<file path="config.mk">
export PLATFORM = sky130hd
export DESIGN_NAME = scariv_csu_issue_unit
export DESIGN_NICKNAME = d
export VERILOG_FILES = /design/src/rtl/scariv_csu_issue_unit.sv
export SDC_FILE = /design/constraint.sdc
export NUM_CORES = 1
export LEC_CHECK = 0
export ABC_CLOCK_PERIOD_IN_PS = 4150
export CAP_MARGIN = 20
export CELL_PAD_IN_SITES_DETAIL_PLACEMENT = 0
export CELL_PAD_IN_SITES_GLOBAL_PLACEMENT = 2
export CORE_UTILIZATION = 41
export DETAILED_ROUTE_END_ITERATION = 10
export GPL_TIMING_DRIVEN = 0
export MAX_ROUTING_LAYER = met4
export PLACE_DENSITY = 0.81
export SLEW_MARGIN = 30
export SYNTH_ARGS = -nofsm -noshare
export SYNTH_HDL_FRONTEND = slang
export SYNTH_SLANG_ARGS = --single-unit
</file>
<file path="constraint.sdc">
create_clock -name i_clk -period 4.15 [get_ports i_clk]
set_input_delay 0.83 -clock i_clk [delete_from_list [all_inputs] [get_ports i_clk]]
set_output_delay 0.83 -clock i_clk [all_outputs]
set_load 0.03 [all_outputs]
</file>
<file path="src/rtl/scariv_csu_issue_unit.sv">
// scariv_csu_issue_unit: in-order serializing issue buffer for the CSU pipe; define SCARIV_CSU_ISSUE_PERF_EN to add issue/wait perf counters
package scariv_csu_pkg;
   localparam int DISP_SIZE = 2;
   localparam int CMT_ID_W = 6;
   localparam int RNID_W = 7;
   typedef struct packed {
      logic              valid;
      logic              ready;
      logic [RNID_W-1:0] rnid;
   } reg_t;
   typedef struct packed {
      logic                 valid;
      logic [31:0]          inst;
      logic [CMT_ID_W-1:0]  cmt_id;
      logic [DISP_SIZE-1:0] grp_id;
      reg_t [1:0]           rd_regs;
   } issue_t;
endpackage

module scariv_csu_issue_unit
   import scariv_csu_pkg::*;
#(
   parameter int ENTRY_SIZE = 4
)(
   input  logic                 i_clk,
   input  logic                 i_reset_n,
   input  logic                 i_disp_valid,
   input  issue_t               i_disp_entry,
   output logic                 o_disp_ready,
   input  logic [CMT_ID_W-1:0]  i_cmt_head_id,
   input  logic [DISP_SIZE-1:0] i_cmt_head_grp_id,
   input  logic                 i_wake_valid,
   input  logic [RNID_W-1:0]    i_wake_rnid,
   input  logic                 i_flush_valid,
   output issue_t               o_issue,
   input  logic                 i_done_valid,
   output logic                 o_busy
`ifdef SCARIV_CSU_ISSUE_PERF_EN
   ,
   output logic [31:0]          o_perf_issue_cnt,
   output logic [31:0]          o_perf_wait_cnt
`endif
);
   localparam int PW = $clog2(ENTRY_SIZE);
   typedef enum logic {IDLE, WAIT_DONE} state_t;
   state_t              state, state_nxt;
   issue_t              mem [ENTRY_SIZE];
   logic [ENTRY_SIZE-1:0] rdy;
   logic [PW-1:0]       wr_ptr, rd_ptr;
   logic [PW:0]         count;
   issue_t              head;
   logic                head_rdy, issue_ok, push, disp_wake;

   assign head         = mem[rd_ptr];
   assign head_rdy     = rdy[rd_ptr] | (i_wake_valid & head.rd_regs[0].valid & (head.rd_regs[0].rnid == i_wake_rnid));
   assign issue_ok     = (state == IDLE) & (count != '0) & head_rdy & (head.cmt_id == i_cmt_head_id) &
                         (head.grp_id == i_cmt_head_grp_id) & !i_flush_valid;
   assign o_disp_ready = !count[PW];
   assign push         = i_disp_valid & o_disp_ready & !i_flush_valid;
   assign disp_wake    = i_wake_valid & (i_disp_entry.rd_regs[0].rnid == i_wake_rnid);
   assign o_busy       = (count != '0) | (state != IDLE);

   // state register
   always_ff @(posedge i_clk) begin
      if (!i_reset_n) state <= IDLE;
      else            state <= state_nxt;
   end

   // next state: flush dominates, then issue, then the done report
   always_comb begin
      state_nxt = i_flush_valid ? IDLE :
                  issue_ok ? WAIT_DONE :
                  (state == WAIT_DONE && i_done_valid) ? IDLE : state;
   end

   // FIFO pointers and occupancy
   always_ff @(posedge i_clk) begin
      if (!i_reset_n || i_flush_valid) begin
         wr_ptr <= '0;
         rd_ptr <= '0;
         count  <= '0;
      end else begin
         if (push)     wr_ptr <= wr_ptr + 1'b1;
         if (issue_ok) rd_ptr <= rd_ptr + 1'b1;
         count <= count + (PW+1)'(push) - (PW+1)'(issue_ok);
      end
   end

   // entry storage; stale slots may also be woken, harmless since a push rewrites rdy
   always_ff @(posedge i_clk) begin
      for (int i = 0; i < ENTRY_SIZE; i++)
         if (i_wake_valid & mem[i].rd_regs[0].valid & (mem[i].rd_regs[0].rnid == i_wake_rnid)) rdy[i] <= 1'b1;
      if (push) begin
         mem[wr_ptr] <= i_disp_entry;
         rdy[wr_ptr] <= !i_disp_entry.rd_regs[0].valid | i_disp_entry.rd_regs[0].ready | disp_wake;
      end
   end

   // issue register: valid is a one-cycle pulse per issued op
   always_ff @(posedge i_clk) begin
      if (!i_reset_n) o_issue <= '0;
      else if (issue_ok) begin
         o_issue       <= head;
         o_issue.valid <= 1'b1;
      end else o_issue.valid <= 1'b0;
   end

`ifdef SCARIV_CSU_ISSUE_PERF_EN
   // saturating perf counters, untouched by flush
   always_ff @(posedge i_clk) begin
      if (!i_reset_n) begin
         o_perf_issue_cnt <= '0;
         o_perf_wait_cnt  <= '0;
      end else begin
         if (issue_ok && o_perf_issue_cnt != '1) o_perf_issue_cnt <= o_perf_issue_cnt + 1'b1;
         if (count != '0 && state == IDLE && !issue_ok && o_perf_wait_cnt != '1) o_perf_wait_cnt <= o_perf_wait_cnt + 1'b1;
      end
   end
`endif
endmodule

</file>
==> results.md <==
* Syn_nets at 808
* Root buf cell: clkbuf_16
* Library cells used by synthesis at 38
* Die extent in y at approximately 170 um
* Cell mode on critical path: xnor2_1
* Final WL at 27.61 mm
* Final setup skew at 0.01321 ns
* Register area share after synthesis at 70.42%
* Syn avg cell area at 16.60 um^2
* Final non-filler cell total at 1305
* DR iter-0 viols at 514
* Synth-to-layout area growth at 25.02%
* Slowest cell on crit path: dfxtp_1
* Total GRT Usage at 19.34%
* Number of antenna-violating nets in the routed design at 0
* # rows at 62
* Maxcap violations at 0
* Sequential cell area at roughly 8400 um^2
* Peak Freq at 0.2631 GHz
* Chip width at 172.9 um
* Fin util at between 50 and 60%
* Setup bufs post-CTS at 0
* Most common cell after layout, fill and taps aside: edfxtp_1
* Fin crit period at 3.801 ns
* Yosys warnings at 0
* Die footprint at about 30000 um^2
* Max VDD drop at 309.0 uV
* Core Area at between 20000 and 30000 um^2
* Share of cells above drive strength 1 at around 15%
* Area occupied by multi-input gates at 3314 um^2
* Vias in the first global route at roughly 7000
* Routed wire per std cell at ~21 um
* CP max FO at 10
* Power share of the sequential group at about 50%
* Net Sw Frac at between 20% and 30%
* Port Buffers at 132
* Hold path start: o_issue[37]$_SDFFE_PN0P_
* Final Cycle Share at 91.59%
* Hold/Removal Path Class: flip-flop to flip-flop
* DR vias at 6770
* Final Max Slew Viols at 0
* Crit path cell chain: buf_2 -> clkbuf_4 -> mux4_2 -> xnor2_1 -> nand4_1 -> o21a_4 -> nor4_4 -> ha_1 -> inv_1 -> ha_1 -> fa_1 -> xnor2_1 -> xnor2_1 -> nor2_1
* Number of synthesized register bits at 305
* H-tree Lvls at 2
* Vias per cell at slightly above 5
* Sink Count at 305
* Worst Setup End Kind: flip-flop
* Pint at about 0.0052 W
* CTS max path bufs at 3
* Clk pwr share at a little over two fifths
* CTS buffer count at 34
* Lkg Pwr at 4.608 nW
* Status: complete, no violations
* Final net count at between 900 and 1000
* Rel. slew slack at 44.62%
* Final setup viols at 0
* Synthesized instance count at approximately 700
* Power density over the cells at 434.9 nW/um^2
* RSZ-0062 raised after global routing: false
* Worst-path clk slew at 0.06 ns
* Worst path required time at 4.54 ns
* Worst slew pin tran at 0.8308 ns
* Net Switching at 0.001357 W
* Skew-Pair Late Insertion Delay at a little over 0.5 ns
* IO Pins at 141
* Syn Std Cell Area at 11970 um^2
* Combinational Power Share at 5.0%
* Final Cell Area at 14960 um^2
* Initial antenna violation count at 3
* Worst EP arrival at 4.19 ns
* Initial core utilization at between 40% and 50%
* Placed insts at between 1000 and 1500
* Placed inst area at 13870 um^2
* DRT Pass-1 Iters at 5
* TritonCTS clock tree: built
* # fillers at 2414
* Hold Vio Cnt, Final at 0
* CP top delay family: buffers and inverters
* Crit path buf inv count at 3
* Final Wtd Congestion at 0.7739
* CP Class: flip-flop to flip-flop
* Residual DRC at 0
* Hold buffers post-CTS at 0
* Pin count of the biggest net entering global routing at 38
* Delay of the slowest cell on the worst path at 0.41 ns
* Startpoint Class: flip-flop
* Total power at 0.006508 W
* First-pass GRT wire length at between 40 and 50 mm
* Dpl hpwl at 18.14 mm
* Commonest non-fill, non-tap cells in the layout: edfxtp_1, clkdlybuf4s50_1, dfxtp_1
* R2r setup slk at 0.35 ns
* GR Overflow Total at 0
[flip-flops by register name, summed over array words and instances (netlist names), named ones only]
| name | flops |
|---|---|
| count | 3 |
| mem | 232 |
| o_issue | 59 |
| rd_ptr | 2 |
| rdy | 4 |
| state | 1 |
| wr_ptr | 2 |
[final cells by class]
| cell class | count | area share [%] |
|---|---|---|
| well taps | 384 | 3.211 |
| diodes | 3 | 0.05017 |
| multi-input cells | 357 | 22.15 |
| plain buffers | 50 | 1.539 |
| repair buffers | 136 | 9.415 |
| inverters | 8 | 0.2007 |
| clock inverters | 13 | 0.7024 |
| flip-flops and latches | 305 | 56.33 |
| clock buffers | 49 | 6.405 |
[what timing repair did]
item / CTS / global route
gates cloned: 0 / 0
endpoints found under the setup margin: 3 / 2
resized for setup: 4 / 4
[layer usage]
metal  up-vias  part of all wire, %  GRT usage [%]  wire length (um)
met3        43                  6.2          4.420              1713
met2       199                   47          30.19             13090
met1      3376                   45          25.80             12300
met4         0                  1.8          4.646               503
met5         -                    0              -                 0
li1       3152                    -              -                 -
[synth_stat cells (all sizes together)]
cell type / count / share of area (%)
nor3: 6 / 0.29
nand2b: 2 / 0.10
nor2b: 2 / 0.10
o21a: 2 / 0.19
ha: 6 / 0.63
clkbuf: 37 / 1.2
edfxtp: 232 / 58
nand3: 64 / 2.7
xnor2: 41 / 3.0
and2: 7 / 0.37
o31ai: 1 / 0.063
xor2: 12 / 0.88
or4: 3 / 0.25
buf: 14 / 0.73
mux2: 1 / 0.094
mux2i: 1 / 0.084
fa: 1 / 0.17
nor4: 5 / 0.26
mux4: 58 / 11
a21boi: 58 / 3.6
or3: 1 / 0.052
nand4: 8 / 0.42
nor2: 5 / 0.16
nor3b: 2 / 0.13
nand2: 2 / 0.063
a21oi: 8 / 0.33
inv: 8 / 0.25
o21ai: 61 / 2.6
dfxtp: 73 / 12
[power by group through the flow]
stage	clock network (W)	registers, W	logic, W
after floorplan	0	0.00340	0.000155
after global placement	0	0.00341	0.000316
after detailed placement	0	0.00340	0.000325
after CTS	0.00291	0.00334	0.000327
after global routing	0.00302	0.00334	0.000348
final	0.00285	0.00334	0.000323
[tightest hold or removal path: stages, from the launching register on]
cell,delay (ns)
dfxtp_1,0.30
o21ai_0,0.06
a21boi_0,0.07
[cells by family after synthesis]
family                     synth area share (%)
DFF                                       70.42
AOI/OAI and AO/OA                         6.805
and+or+nand+nor                           4.871
muxes                                     11.09
buffers and inverters                     2.143
xor gates and xnor gates                  3.878
adders and majority gates                0.7945
[metrics by stage]
step | setup TNS (ns) | hold WS, ns | setup slack (ns)
after global routing | 0 | 0.4953 | 0.1334
final | 0 | 0.4788 | 0.3492
after detailed placement | -1.555 | 0.4747 | -0.7135
after floorplan | 0 | 0.4705 | 0.6310
after global placement | -263.34 | 0.4681 | -1.139
after CTS | 0 | 0.4853 | 0.03269
[path summary, 6_finish.rpt]
| kind | end | depth (start not counted) |
|---|---|---|
| setup / recovery | count[2]$_SDFF_PP0_ | 14 |
| hold / removal | o_issue[37]$_SDFFE_PN0P_ | 2 |
| hold reg to reg | o_issue[37]$_SDFFE_PN0P_ | 2 |
| setup reg to reg | count[2]$_SDFF_PP0_ | 14 |
(Power assumes the default switching activity.)
